File: config.mk
export PLATFORM = sky130hd
export DESIGN_NAME = id_stage_hs_flat
export DESIGN_NICKNAME = d
export VERILOG_FILES = /design/src/rtl/id_stage_hs_if.sv /design/src/rtl/id_stage_hs.sv /design/src/flat_wrapper.sv
export SDC_FILE = /design/constraint.sdc
export NUM_CORES = 1
export LEC_CHECK = 0
export CAP_MARGIN = 40
export CORE_MARGIN = 2
export CORE_UTILIZATION = 27
export DETAILED_ROUTE_END_ITERATION = 7
export HOLD_SLACK_MARGIN = 0.12
export PLACE_DENSITY = 0.51
export SYNTH_ARGS = -nofsm -noshare
export SYNTH_HDL_FRONTEND = slang
export SYNTH_SLANG_ARGS = --single-unit
export TNS_END_PERCENT = 100
File: constraint.sdc
create_clock -name clk -period 9.14 [get_ports clk]
set_input_delay 0.914 -clock clk [delete_from_list [all_inputs] [get_ports clk]]
set_output_delay 0.914 -clock clk [all_outputs]
set_load 0.02 [all_outputs]
File: src/rtl/id_stage_hs_if.sv
`default_nettype none
// +----------------------------------------------------------------------+
// | id_stage_hs_if : IF -> ID fetch bus (valid/ready handshake)          |
// | Rev 1.0                                                              |
// +----------------------------------------------------------------------+
interface id_stage_hs_if #(
  parameter int DATA_WIDTH = 16,
  parameter int ADDR_WIDTH = 8
);
  logic                  if_valid_i;
  logic [DATA_WIDTH-1:0] instr_i;
  logic [ADDR_WIDTH-1:0] pc_i;
  logic                  id_ready_o;

  modport master (output if_valid_i, instr_i, pc_i, input id_ready_o);
  modport slave  (input if_valid_i, instr_i, pc_i, output id_ready_o);
endinterface
`default_nettype wire

File: src/rtl/id_stage_hs.sv
`default_nettype none
// +----------------------------------------------------------------------+
// | id_stage_hs : FIFO-buffered decode stage with valid/ready handshake, |
// |               load-use interlock and the ID/EX pipeline register.    |
// | Rev 1.0                                                              |
// +----------------------------------------------------------------------+
module id_stage_hs #(
  parameter int DATA_WIDTH = 16,
  parameter int ADDR_WIDTH = 8,
  parameter int IMM_WIDTH  = 8,
  parameter int REG_WIDTH  = 4,
  parameter int OP_WIDTH   = 4,
  parameter int BUF_DEPTH  = 2
) (
  input  wire                   clk,
  input  wire                   rst,
  input  wire                   flush_i,
  id_stage_hs_if.slave          fetch,
  output logic [REG_WIDTH-1:0]  rf_r1_o,
  output logic [REG_WIDTH-1:0]  rf_r2_o,
  output logic                  jump_o,
  output logic [IMM_WIDTH-1:0]  jump_addr_o,
  output logic                  stop_o,
  output logic                  ex_valid_o,
  input  wire                   ex_ready_i,
  output logic [ADDR_WIDTH-1:0] pcE,
  output logic [REG_WIDTH-1:0]  rsE,
  output logic [REG_WIDTH-1:0]  rtE,
  output logic [REG_WIDTH-1:0]  rdE,
  output logic [IMM_WIDTH-1:0]  imm8E,
  output logic                  RegWriteE,
  output logic [1:0]            ALUopE,
  output logic                  BranchE,
  output logic                  MemReadE,
  output logic                  RegDstE,
  output logic                  MemWriteE,
  output logic                  MemToRegE,
  output logic                  MovE,
  output logic                  FloatingE
);
  localparam int PTR_W = $clog2(BUF_DEPTH);
  localparam int CNT_W = PTR_W + 1;

  localparam logic [OP_WIDTH-1:0] OP_ADD  = OP_WIDTH'(1);
  localparam logic [OP_WIDTH-1:0] OP_SUB  = OP_WIDTH'(2);
  localparam logic [OP_WIDTH-1:0] OP_ADDI = OP_WIDTH'(3);
  localparam logic [OP_WIDTH-1:0] OP_LW   = OP_WIDTH'(4);
  localparam logic [OP_WIDTH-1:0] OP_SW   = OP_WIDTH'(5);
  localparam logic [OP_WIDTH-1:0] OP_BEQ  = OP_WIDTH'(6);
  localparam logic [OP_WIDTH-1:0] OP_JMP  = OP_WIDTH'(7);
  localparam logic [OP_WIDTH-1:0] OP_MOV  = OP_WIDTH'(8);
  localparam logic [OP_WIDTH-1:0] OP_FADD = OP_WIDTH'(9);
  localparam logic [OP_WIDTH-1:0] OP_STOP = OP_WIDTH'(15);

  typedef struct packed {
    logic       reg_write;
    logic [1:0] alu_op;
    logic       branch;
    logic       mem_read;
    logic       reg_dst;
    logic       mem_write;
    logic       mem_to_reg;
    logic       mov;
    logic       floating;
  } ctrl_t;

  typedef struct packed {
    logic [DATA_WIDTH-1:0] instr;
    logic [ADDR_WIDTH-1:0] pc;
  } entry_t;

  entry_t                mem_q [BUF_DEPTH];
  entry_t                mem_d [BUF_DEPTH];
  logic [PTR_W-1:0]      rd_ptr_q, rd_ptr_d, wr_ptr_q, wr_ptr_d;
  logic [CNT_W-1:0]      count_q, count_d;
  logic                  id_ready_q, id_ready_d;
  logic                  stop_q, stop_d;
  logic                  ex_valid_q, ex_valid_d;
  ctrl_t                 ex_ctrl_q, ex_ctrl_d;
  logic [ADDR_WIDTH-1:0] ex_pc_q, ex_pc_d;
  logic [REG_WIDTH-1:0]  ex_rs_q, ex_rs_d, ex_rt_q, ex_rt_d, ex_rd_q, ex_rd_d;
  logic [IMM_WIDTH-1:0]  ex_imm_q, ex_imm_d;

  entry_t                head;
  logic                  head_valid;
  logic [OP_WIDTH-1:0]   head_op;
  logic [REG_WIDTH-1:0]  head_rs, head_rt, head_rd;
  logic [IMM_WIDTH-1:0]  head_imm;
  ctrl_t                 dec_ctrl;
  logic                  dec_jump, dec_stop, dec_rtype;
  logic                  adv, haz, issue, push;

  assign head       = mem_q[rd_ptr_q];
  assign head_valid = (count_q != '0);
  assign head_op    = head.instr[DATA_WIDTH-1 -: OP_WIDTH];
  assign head_rs    = head.instr[2*REG_WIDTH +: REG_WIDTH];
  assign head_rt    = head.instr[REG_WIDTH +: REG_WIDTH];
  assign head_rd    = head.instr[0 +: REG_WIDTH];
  assign head_imm   = head.instr[0 +: IMM_WIDTH];

  // Control decode of the FIFO head (R-type ops read both rs and rt).
  always_comb begin
    dec_ctrl  = '0;
    dec_jump  = 1'b0;
    dec_stop  = 1'b0;
    dec_rtype = 1'b0;
    case (head_op)
      OP_ADD:  begin dec_ctrl.reg_write = 1'b1; dec_ctrl.alu_op = 2'b10; dec_ctrl.reg_dst = 1'b1; dec_rtype = 1'b1; end
      OP_SUB:  begin dec_ctrl.reg_write = 1'b1; dec_ctrl.alu_op = 2'b11; dec_ctrl.reg_dst = 1'b1; dec_rtype = 1'b1; end
      OP_ADDI: begin dec_ctrl.reg_write = 1'b1; end
      OP_LW:   begin dec_ctrl.reg_write = 1'b1; dec_ctrl.mem_read = 1'b1; dec_ctrl.mem_to_reg = 1'b1; end
      OP_SW:   begin dec_ctrl.mem_write = 1'b1; end
      OP_BEQ:  begin dec_ctrl.branch = 1'b1; dec_ctrl.alu_op = 2'b01; end
      OP_JMP:  begin dec_jump = 1'b1; end
      OP_MOV:  begin dec_ctrl.reg_write = 1'b1; dec_ctrl.reg_dst = 1'b1; dec_ctrl.mov = 1'b1; end
      OP_FADD: begin dec_ctrl.reg_write = 1'b1; dec_ctrl.alu_op = 2'b10; dec_ctrl.reg_dst = 1'b1;
                     dec_ctrl.floating = 1'b1; dec_rtype = 1'b1; end
      OP_STOP: begin dec_stop = 1'b1; end
      default: ;
    endcase
  end

  assign adv   = !ex_valid_q || ex_ready_i;
  assign haz   = head_valid && ex_valid_q && ex_ctrl_q.mem_read &&
                 ((ex_rt_q == head_rs) || (dec_rtype && (ex_rt_q == head_rt)));
  assign issue = adv && head_valid && !haz && !stop_q;
  assign push  = fetch.if_valid_i && id_ready_q;

  always_comb begin
    mem_d      = mem_q;
    rd_ptr_d   = rd_ptr_q;
    wr_ptr_d   = wr_ptr_q;
    count_d    = count_q;
    stop_d     = stop_q;
    ex_valid_d = ex_valid_q;
    ex_ctrl_d  = ex_ctrl_q;
    ex_pc_d    = ex_pc_q;
    ex_rs_d    = ex_rs_q;
    ex_rt_d    = ex_rt_q;
    ex_rd_d    = ex_rd_q;
    ex_imm_d   = ex_imm_q;
    if (flush_i) begin
      // Redirect wins over any same-cycle push or issue.
      rd_ptr_d   = '0;
      wr_ptr_d   = '0;
      count_d    = '0;
      ex_valid_d = 1'b0;
      ex_ctrl_d  = '0;
    end else begin
      if (push) begin
        mem_d[wr_ptr_q] = '{instr: fetch.instr_i, pc: fetch.pc_i};
        wr_ptr_d        = wr_ptr_q + PTR_W'(1);
      end
      if (issue) begin
        rd_ptr_d   = rd_ptr_q + PTR_W'(1);
        ex_valid_d = 1'b1;
        ex_ctrl_d  = dec_ctrl;
        ex_pc_d    = head.pc;
        ex_rs_d    = head_rs;
        ex_rt_d    = head_rt;
        ex_rd_d    = head_rd;
        ex_imm_d   = head_imm;
        if (dec_stop) stop_d = 1'b1;
      end else if (adv) begin
        ex_valid_d = 1'b0;
        ex_ctrl_d  = '0;
      end
      count_d = count_q + CNT_W'(push) - CNT_W'(issue);
    end
    id_ready_d = (count_d < CNT_W'(BUF_DEPTH)) && !stop_d;
  end

  always_ff @(posedge clk) begin
    if (rst) begin
      for (int i = 0; i < BUF_DEPTH; i++) mem_q[i] <= '0;
      rd_ptr_q   <= '0;
      wr_ptr_q   <= '0;
      count_q    <= '0;
      id_ready_q <= 1'b1;
      stop_q     <= 1'b0;
      ex_valid_q <= 1'b0;
      ex_ctrl_q  <= '0;
      ex_pc_q    <= '0;
      ex_rs_q    <= '0;
      ex_rt_q    <= '0;
      ex_rd_q    <= '0;
      ex_imm_q   <= '0;
    end else begin
      mem_q      <= mem_d;
      rd_ptr_q   <= rd_ptr_d;
      wr_ptr_q   <= wr_ptr_d;
      count_q    <= count_d;
      id_ready_q <= id_ready_d;
      stop_q     <= stop_d;
      ex_valid_q <= ex_valid_d;
      ex_ctrl_q  <= ex_ctrl_d;
      ex_pc_q    <= ex_pc_d;
      ex_rs_q    <= ex_rs_d;
      ex_rt_q    <= ex_rt_d;
      ex_rd_q    <= ex_rd_d;
      ex_imm_q   <= ex_imm_d;
    end
  end

  assign fetch.id_ready_o = id_ready_q;
  assign rf_r1_o     = head_valid ? head_rs : '0;
  assign rf_r2_o     = head_valid ? head_rt : '0;
  assign jump_o      = head_valid && dec_jump;
  assign jump_addr_o = head_valid ? head_imm : '0;
  assign stop_o      = stop_q;
  assign ex_valid_o  = ex_valid_q;
  assign pcE         = ex_pc_q;
  assign rsE         = ex_rs_q;
  assign rtE         = ex_rt_q;
  assign rdE         = ex_rd_q;
  assign imm8E       = ex_imm_q;
  assign RegWriteE   = ex_ctrl_q.reg_write;
  assign ALUopE      = ex_ctrl_q.alu_op;
  assign BranchE     = ex_ctrl_q.branch;
  assign MemReadE    = ex_ctrl_q.mem_read;
  assign RegDstE     = ex_ctrl_q.reg_dst;
  assign MemWriteE   = ex_ctrl_q.mem_write;
  assign MemToRegE   = ex_ctrl_q.mem_to_reg;
  assign MovE        = ex_ctrl_q.mov;
  assign FloatingE   = ex_ctrl_q.floating;
endmodule
`default_nettype wire

File: src/flat_wrapper.sv
// flat-port wrapper written by rule: the top's interface ports become plain ports
module id_stage_hs_flat 
#(
  parameter int DATA_WIDTH = 16,
  parameter int ADDR_WIDTH = 8,
  parameter int IMM_WIDTH  = 8,
  parameter int REG_WIDTH  = 4,
  parameter int OP_WIDTH   = 4,
  parameter int BUF_DEPTH  = 2
)
  (clk, rst, flush_i, rf_r1_o, rf_r2_o, jump_o, jump_addr_o, stop_o, ex_valid_o, ex_ready_i, pcE, rsE, rtE, rdE, imm8E, RegWriteE, ALUopE, BranchE, MemReadE, RegDstE, MemWriteE, MemToRegE, MovE, FloatingE, fetch_if_valid_i, fetch_instr_i, fetch_pc_i, fetch_id_ready_o);
  id_stage_hs_if #(.DATA_WIDTH(DATA_WIDTH), .ADDR_WIDTH(ADDR_WIDTH)) fetch_i ();
  input  wire clk;
  input  wire rst;
  input  wire flush_i;
  output logic [REG_WIDTH-1:0] rf_r1_o;
  output logic [REG_WIDTH-1:0] rf_r2_o;
  output logic jump_o;
  output logic [IMM_WIDTH-1:0] jump_addr_o;
  output logic stop_o;
  output logic ex_valid_o;
  input  wire ex_ready_i;
  output logic [ADDR_WIDTH-1:0] pcE;
  output logic [REG_WIDTH-1:0] rsE;
  output logic [REG_WIDTH-1:0] rtE;
  output logic [REG_WIDTH-1:0] rdE;
  output logic [IMM_WIDTH-1:0] imm8E;
  output logic RegWriteE;
  output logic [1:0] ALUopE;
  output logic BranchE;
  output logic MemReadE;
  output logic RegDstE;
  output logic MemWriteE;
  output logic MemToRegE;
  output logic MovE;
  output logic FloatingE;
  input wire logic [$bits(fetch_i.if_valid_i)-1:0] fetch_if_valid_i;
  input wire logic [$bits(fetch_i.instr_i)-1:0] fetch_instr_i;
  input wire logic [$bits(fetch_i.pc_i)-1:0] fetch_pc_i;
  output wire logic [$bits(fetch_i.id_ready_o)-1:0] fetch_id_ready_o;
  assign fetch_i.if_valid_i = fetch_if_valid_i;
  assign fetch_i.instr_i = fetch_instr_i;
  assign fetch_i.pc_i = fetch_pc_i;
  assign fetch_id_ready_o = fetch_i.id_ready_o;
  id_stage_hs #(.DATA_WIDTH(DATA_WIDTH), .ADDR_WIDTH(ADDR_WIDTH), .IMM_WIDTH(IMM_WIDTH), .REG_WIDTH(REG_WIDTH), .OP_WIDTH(OP_WIDTH), .BUF_DEPTH(BUF_DEPTH)) u_core (.clk(clk), .rst(rst), .flush_i(flush_i), .fetch(fetch_i), .rf_r1_o(rf_r1_o), .rf_r2_o(rf_r2_o), .jump_o(jump_o), .jump_addr_o(jump_addr_o), .stop_o(stop_o), .ex_valid_o(ex_valid_o), .ex_ready_i(ex_ready_i), .pcE(pcE), .rsE(rsE), .rtE(rtE), .rdE(rdE), .imm8E(imm8E), .RegWriteE(RegWriteE), .ALUopE(ALUopE), .BranchE(BranchE), .MemReadE(MemReadE), .RegDstE(RegDstE), .MemWriteE(MemWriteE), .MemToRegE(MemToRegE), .MovE(MovE), .FloatingE(FloatingE));
endmodule
# Word level (Yosys, flattened, before mapping)

Cells that the tools add are included.

Register bits after elaboration: 93
Logic and storage cells: 101
Output and inout port bits: 58

Add/sub/neg operators: 4
Multiplexer cells: 28
Order comparisons: 4
Reduce and logical (&&, ||, !) cells: 26
Bitwise gates (word level): 3
Equal/unequal tests: 12

Operator list:

| kind                  | number |
|---|---|
| $mux W24              | 4 |
| $bwmux W48            | 1 |
| $demux W24 S1         | 1 |
| $mux W10              | 2 |
| $eq A4 B3 Y1 const B  | 4 |
| $mux W1               | 15 |
| $eq A4 B4 Y1 const B  | 3 |
| $logic_and A1 B1 Y1   | 11 |
| $eq A4 B2 Y1 const B  | 2 |
| $eq A4 B4 Y1          | 2 |
| $mux W4               | 2 |
| $mux W8               | 1 |
| $pmux W2 S3           | 1 |
| $reduce_or A6 Y1      | 1 |
| $eq A4 B1 Y1 const B  | 1 |
| $ge A2 B2 Y1 const B  | 2 |
| $logic_not A1 Y1      | 4 |
| $not A1 Y2            | 2 |
| $reduce_and A2 Y1     | 2 |
| $reduce_bool A2 Y1    | 2 |
| $reduce_or A2 Y1      | 2 |
| $reduce_or A4 Y1      | 1 |
| $reduce_or A3 Y1      | 1 |
| $add A1 B1 Y1 const B | 2 |
| 7 further kinds       | 8 |

# Logic depth before layout (Yosys ltp)

Depth in word-level cells: 17
Gate-level depth with buffers: 14
Gate-level depth less buffers: 12

# Least setup slack after synthesis

Ideal clock, no wire load.

Path kind: register to register
Start point: register u_core.rd_ptr_q
End point: register u_core.id_ready_q (netlist: u_core.fetch.id_ready_o)
Stages on the path, launching flop included: 14
Path slack: 6.217 ns
Setup time: 0.116 ns
Data arrival time: 2.807 ns
Required time: 9.024 ns
Cells stage by stage: dfxtp_1 buf_6 mux2i_1 nand3_1 a2111o_1 o211ai_2 inv_2 ha_1 inv_1 ha_1 xnor2_1 xnor2_1 nand2_1 o211a_1

Longest elaborated chain between the ends: 17
Elaborated cells between the ends (all ways): 27

RTL lines:

| what                                                    | line                                   | RTL |
|---|---|---|
| from (decl)                                             | id_stage_hs.sv:74                      | `logic [PTR_W-1:0] rd_ptr_q, rd_ptr_d, wr_ptr_q, wr_ptr_d;` |
| from (signal assigned)                                  | id_stage_hs.sv:190                     | `rd_ptr_q <= rd_ptr_d;` |
| $not A1 Y2 (implied by the code) (*)                    | id_stage_hs.sv:93                      | `assign head = mem_q[rd_ptr_q];` |
| $mux W24 (implied by the code) (*) (3 in series)        | id_stage_hs.sv:93                      |  |
| $eq A4 B1 Y1 (tied with other cells)                    | id_stage_hs.sv:107                     | `case (head_op)` |
| $reduce_or A3 Y1 (no line)                              | --                                     |  |
| $mux W1                                                 | id_stage_hs.sv:107                     |  |
| $logic_and A1 B1 Y1                                     | id_stage_hs.sv:125                     | `((ex_rt_q == head_rs) \|\| (dec_rtype && (ex_rt_q == head_rt)));` |
| $logic_or A1 B1 Y1 (*)                                  | id_stage_hs.sv:125                     |  |
| $logic_and A1 B1 Y1 (*)                                 | id_stage_hs.sv:124                     | `assign haz = head_valid && ex_valid_q && ex_ctrl_q.mem_read &&` |
| $logic_not A1 Y1 (*)                                    | id_stage_hs.sv:126                     | `assign issue = adv && head_valid && !haz && !stop_q;` |
| $logic_and A1 B1 Y1 (*) (2 in series)                   | id_stage_hs.sv:126                     |  |
| named net u_core.issue                                  | id_stage_hs.sv:91                      | `logic adv, haz, issue, push;` |
| $sub A2 B1 Y2 / $mux W1 (equally long branches)         | id_stage_hs.sv:168, id_stage_hs.sv:154 |  |
| $mux W2 / $mux W1 (equally long branches)               | id_stage_hs.sv:142                     | `if (flush_i) begin` |
| $lt A2 B2 Y1 / $logic_not A1 Y1 (equally long branches) | id_stage_hs.sv:170                     | `id_ready_d = (count_d < CNT_W'(BUF_DEPTH)) && !stop_d;` |
| $logic_and A1 B1 Y1 (*)                                 | id_stage_hs.sv:170                     |  |
| to (signal assigned)                                    | id_stage_hs.sv:193                     | `id_ready_q <= id_ready_d;` |
| to (decl)                                               | id_stage_hs.sv:76                      | `logic id_ready_q, id_ready_d;` |

Mark *: on every way through the listed nets, which the timed path passes. The rest lies on a longest branch. The select of a mux whose other input is x is not followed.
A chain may end at the register's enable or synchronous reset.

# Worst setup path in the final report

Ends and elaborated chain as after synthesis.

==> metrics.csv <==
stage;metric;value;unit
outcome;run status;completed;
sta;Max Fclk;285.1;MHz
grt;initial antenna violation count;0;
clock_tree;H-tree depth;3;
logic_synthesis;Unique masters post-synth;36;
detailed_routing;Routed Antenna Nets;0;
clock_tree;root buffer cell;clkbuf_16;
grt;first-pass GRT wire length;16.24;mm
min_path;Hold WC Path Type;register to register;
detailed_routing;vias per inst;4.572;
setup_path;worst setup path class;register to register;
logic_synthesis;ys flop type;dfxtp_1;
logic_synthesis;Syn Inst Count;455;
die;I/O pin count;87;
sta;final setup vio count;0;
layout;fin util;36.74;%
die;core area;13880;um^2
sta;relative slew slack;39.41;%
sta;Slew Viols, Final;0;
grt;number of global-route vias before repair;3142;
sta;setup tns final;0;ns
power;power share of the combinational group;25.4;%
placement;DP HPWL;7.063;mm
clock_tree;setup bufs post-CTS;0;
sta;measured slew at the worst slew-check pin;0.9088;ns
setup_path;worst path cell trace;mux2i_1, nand2_1, a2111o_1, o211ai_2, inv_2, ha_1, inv_1, ha_1, xnor2_1, xnor2_1, nand2_1, o211a_1;
power;Lkg Pwr;1.773;nW
detailed_routing;drt total wl;10.12;mm
layout;Layout Nets;551;
clock_tree;post-CTS resize count;0;
detailed_routing;wire per inst;14.36;um
setup_path;Worst path top cell family by delay;compound AO/OA/AOI/OAI gates;
logic_synthesis;post-synth top area share;43.95;%
logic_synthesis;top cells by area, synth;dfxtp_1, nand2_1, a21oi_1;
setup_path;CP max stage cell;dfxtp_2;
grt;All-Layer GR Usage;14.12;%
sta;minimum clock period;3.508;ns
run;max_cap viols;0;
detailed_routing;length of the first detailed-routing pass in iterations;4;
grt;GRT Residual Overflow;0;
setup_path;slowest stage delay, CP;0.65;ns
die;die width;123.0;um
logic_synthesis;post-synthesis instance area;3826;um^2
die;row count;43;
clock_tree;Num CTS Buffers;9;
clock_tree;Max Buffers Root-to-Sink;2;
power;clock power share;35.2;%
power;Switching Fraction;30.86;%
logic_synthesis;Seq/Total Area, Yosys;43.95;%
clock_tree;Reg clk slew, reported paths;0.06;ns
layout;area grow syn2layout;33.29;%
clock_tree;CTS Hold Buffers Added;0;
sta;Final Hold Viols;0;
placement;PortBufs;86;
clock_tree;CTS tree;built;
layout;Inserted Diodes;0;
setup_path;Req. time, crit path;9.37;ns
die;Starting Density;27.56;%
power;PD cells;205.9;nW/um^2
clock_tree;clk_lat worst skew;0.34;ns
logic_synthesis;syn_area_per_cell;8.409;um^2
logic_synthesis;Post-synth EDFFs;0;
logic_synthesis;most common cell in the synthesized netlist;nand2_1;
setup_path;crit path DAT;3.74;ns
die;Die Y;123.0;um
setup_path;critical path endpoint category;register;
grt;largest net degree at the start of global routing;93;
sta;Worst Skew;0.008108;ns
logic_synthesis;most common library cells after synthesis;nand2_1, dfxtp_1, a21oi_1;
setup_path;Crit path buffers/inverters;2;
logic_synthesis;Synth area leader;dfxtp_1;
power;register share of total power;39.4;%
sta;period utilisation layout;38.38;%
placement;RD Place Congestion;0.8363;
power;Internal;726.0;uW
die;die area;15140;um^2
logic_synthesis;ys async rst share;0;%
logic_synthesis;syn nets;486;
setup_path;CP Launch Type;register;
clock_tree;clock sinks;84;
detailed_routing;initial drt markers;228;
setup_path;Worst Path Max Fanout;16;
detailed_routing;DRC;0;
logic_synthesis;Yosys reg bits;84;
power;P_sw;324.1;uW
detailed_routing;DR vias;3223;
logic_synthesis;Yosys warning count;0;
sta;unrepaired setup endpoints after global routing;false;
power;worst vdd ir;0.00009163;V
layout;share of cells above drive strength 1;10.29;%
[layout by cell type, fill, tap and decap left out, types with 2 or more instances in the layout]
master and n:
mux2_4 10, and2_1 2, clkbuf_16 9, or3_1 2, inv_1 4, buf_8 3, nand3_1 5, clkdlybuf4s50_1 85
nand2b_1 2, nand4_1 6, nor2b_1 21, mux2_2 14, a21oi_1 52, nor2_1 41, o211ai_2 2, nor4_1 2
o21ai_0 7, dfxtp_1 83, xnor2_1 3, mux2i_1 25, nand2_1 112, a32o_1 2, ha_1 2, xor2_1 7
buf_4 3
[sequential cells by signal, indices dropped and copies added, names as in the netlist]
signal,cells
u_core.mem_q,48
u_core.rsE,4
u_core.FloatingE,1
u_core.MemToRegE,1
u_core.RegDstE,1
u_core.ex_valid_o,1
u_core.rd_ptr_q,1
u_core.imm8E,8
u_core.BranchE,1
u_core.MovE,1
u_core.count_q,2
u_core.fetch.id_ready_o,1
u_core.stop_o,1
u_core.MemWriteE,1
u_core.RegWriteE,1
u_core.pcE,8
u_core.ALUopE,2
u_core.wr_ptr_q,1
[worst register-to-register path, delay by kind of cell (launching register included)]
family                     cells  cell delay, ns
AOI/OAI and AO/OA              3            1.04
xor gates and xnor gates       2            0.29
DFF                            1            0.65
muxes                          1            0.56
and+or+nand+nor                2            0.23
adders and majority gates      2            0.48
buffers and inverters          2            0.16
[metrics by stage]
stage | cell area (um^2) | std cells | setup slack, ns | total power [mW] | hold WS, ns
2_1_floorplan | 3826 | 455 | 6.217 | 0.5989 | 0.4329
3_3_place_gp | 4717 | 684 | 5.490 | 0.6736 | 0.4415
3_5_place_dp | 4770 | 688 | 5.303 | 0.6861 | 0.4465
4_1_cts | 5072 | 704 | 5.295 | 1.056 | 0.4553
5_1_grt | 5100 | 705 | 5.328 | 1.104 | 0.4716
6_report | 5100 | 705 | 5.632 | 1.050 | 0.4530
[layout make-up]
| class | instances | area (um^2) |
|---|---|---|
| fillers | 1412 | 8781 |
| multi-input cells | 327 | 1919 |
| flip-flops and latches | 84 | 1683 |
| repair buffers | 93 | 950.9 |
| clock buffers | 11 | 242.7 |
| well taps | 180 | 225.2 |
| clock inverters | 5 | 60.06 |
| inverters | 5 | 18.77 |
[metal layers]
layer	part of all wire [%]	global-route usage, %	up-vias
met5	0	0	-
met4	1.8	5.753	0
met3	4.4	2.814	13
li1	-	-	1633
met2	44	21.51	76
met1	50	19.51	1501
[cell families (layout without fill, tap and decap cells)]
logic type	after synthesis	after routing	share of synthesized area, %
compound gates	68	68	10.30
simple gates	198	198	22.20
fa+ha+maj	2	2	0.6539
flops	84	84	43.95
buf+inv	44	114	6.016
xor+xnor	10	10	2.289
mux	49	49	14.58
[final timing paths]
kind	from	end	slack [ns]	depth (start not counted)
worst min-delay path	u_core.mem_q[16]	u_core.mem_q[16]	0.45	2
worst max-delay path	u_core.rd_ptr_q	u_core.fetch.id_ready_o	5.63	12
worst max register to register	u_core.rd_ptr_q	u_core.fetch.id_ready_o	5.63	12
worst min register to register	u_core.mem_q[16]	u_core.mem_q[16]	0.45	2
[power groups by stage]
stage	Sequential, mW	Clock, mW	Combinational [mW]
after global placement	0.427	0	0.247
final	0.413	0.370	0.267
after detailed placement	0.429	0	0.258
after global routing	0.417	0.392	0.295
after floorplan	0.418	0	0.181
after CTS	0.420	0.378	0.258
(Power assumes the default switching activity.)
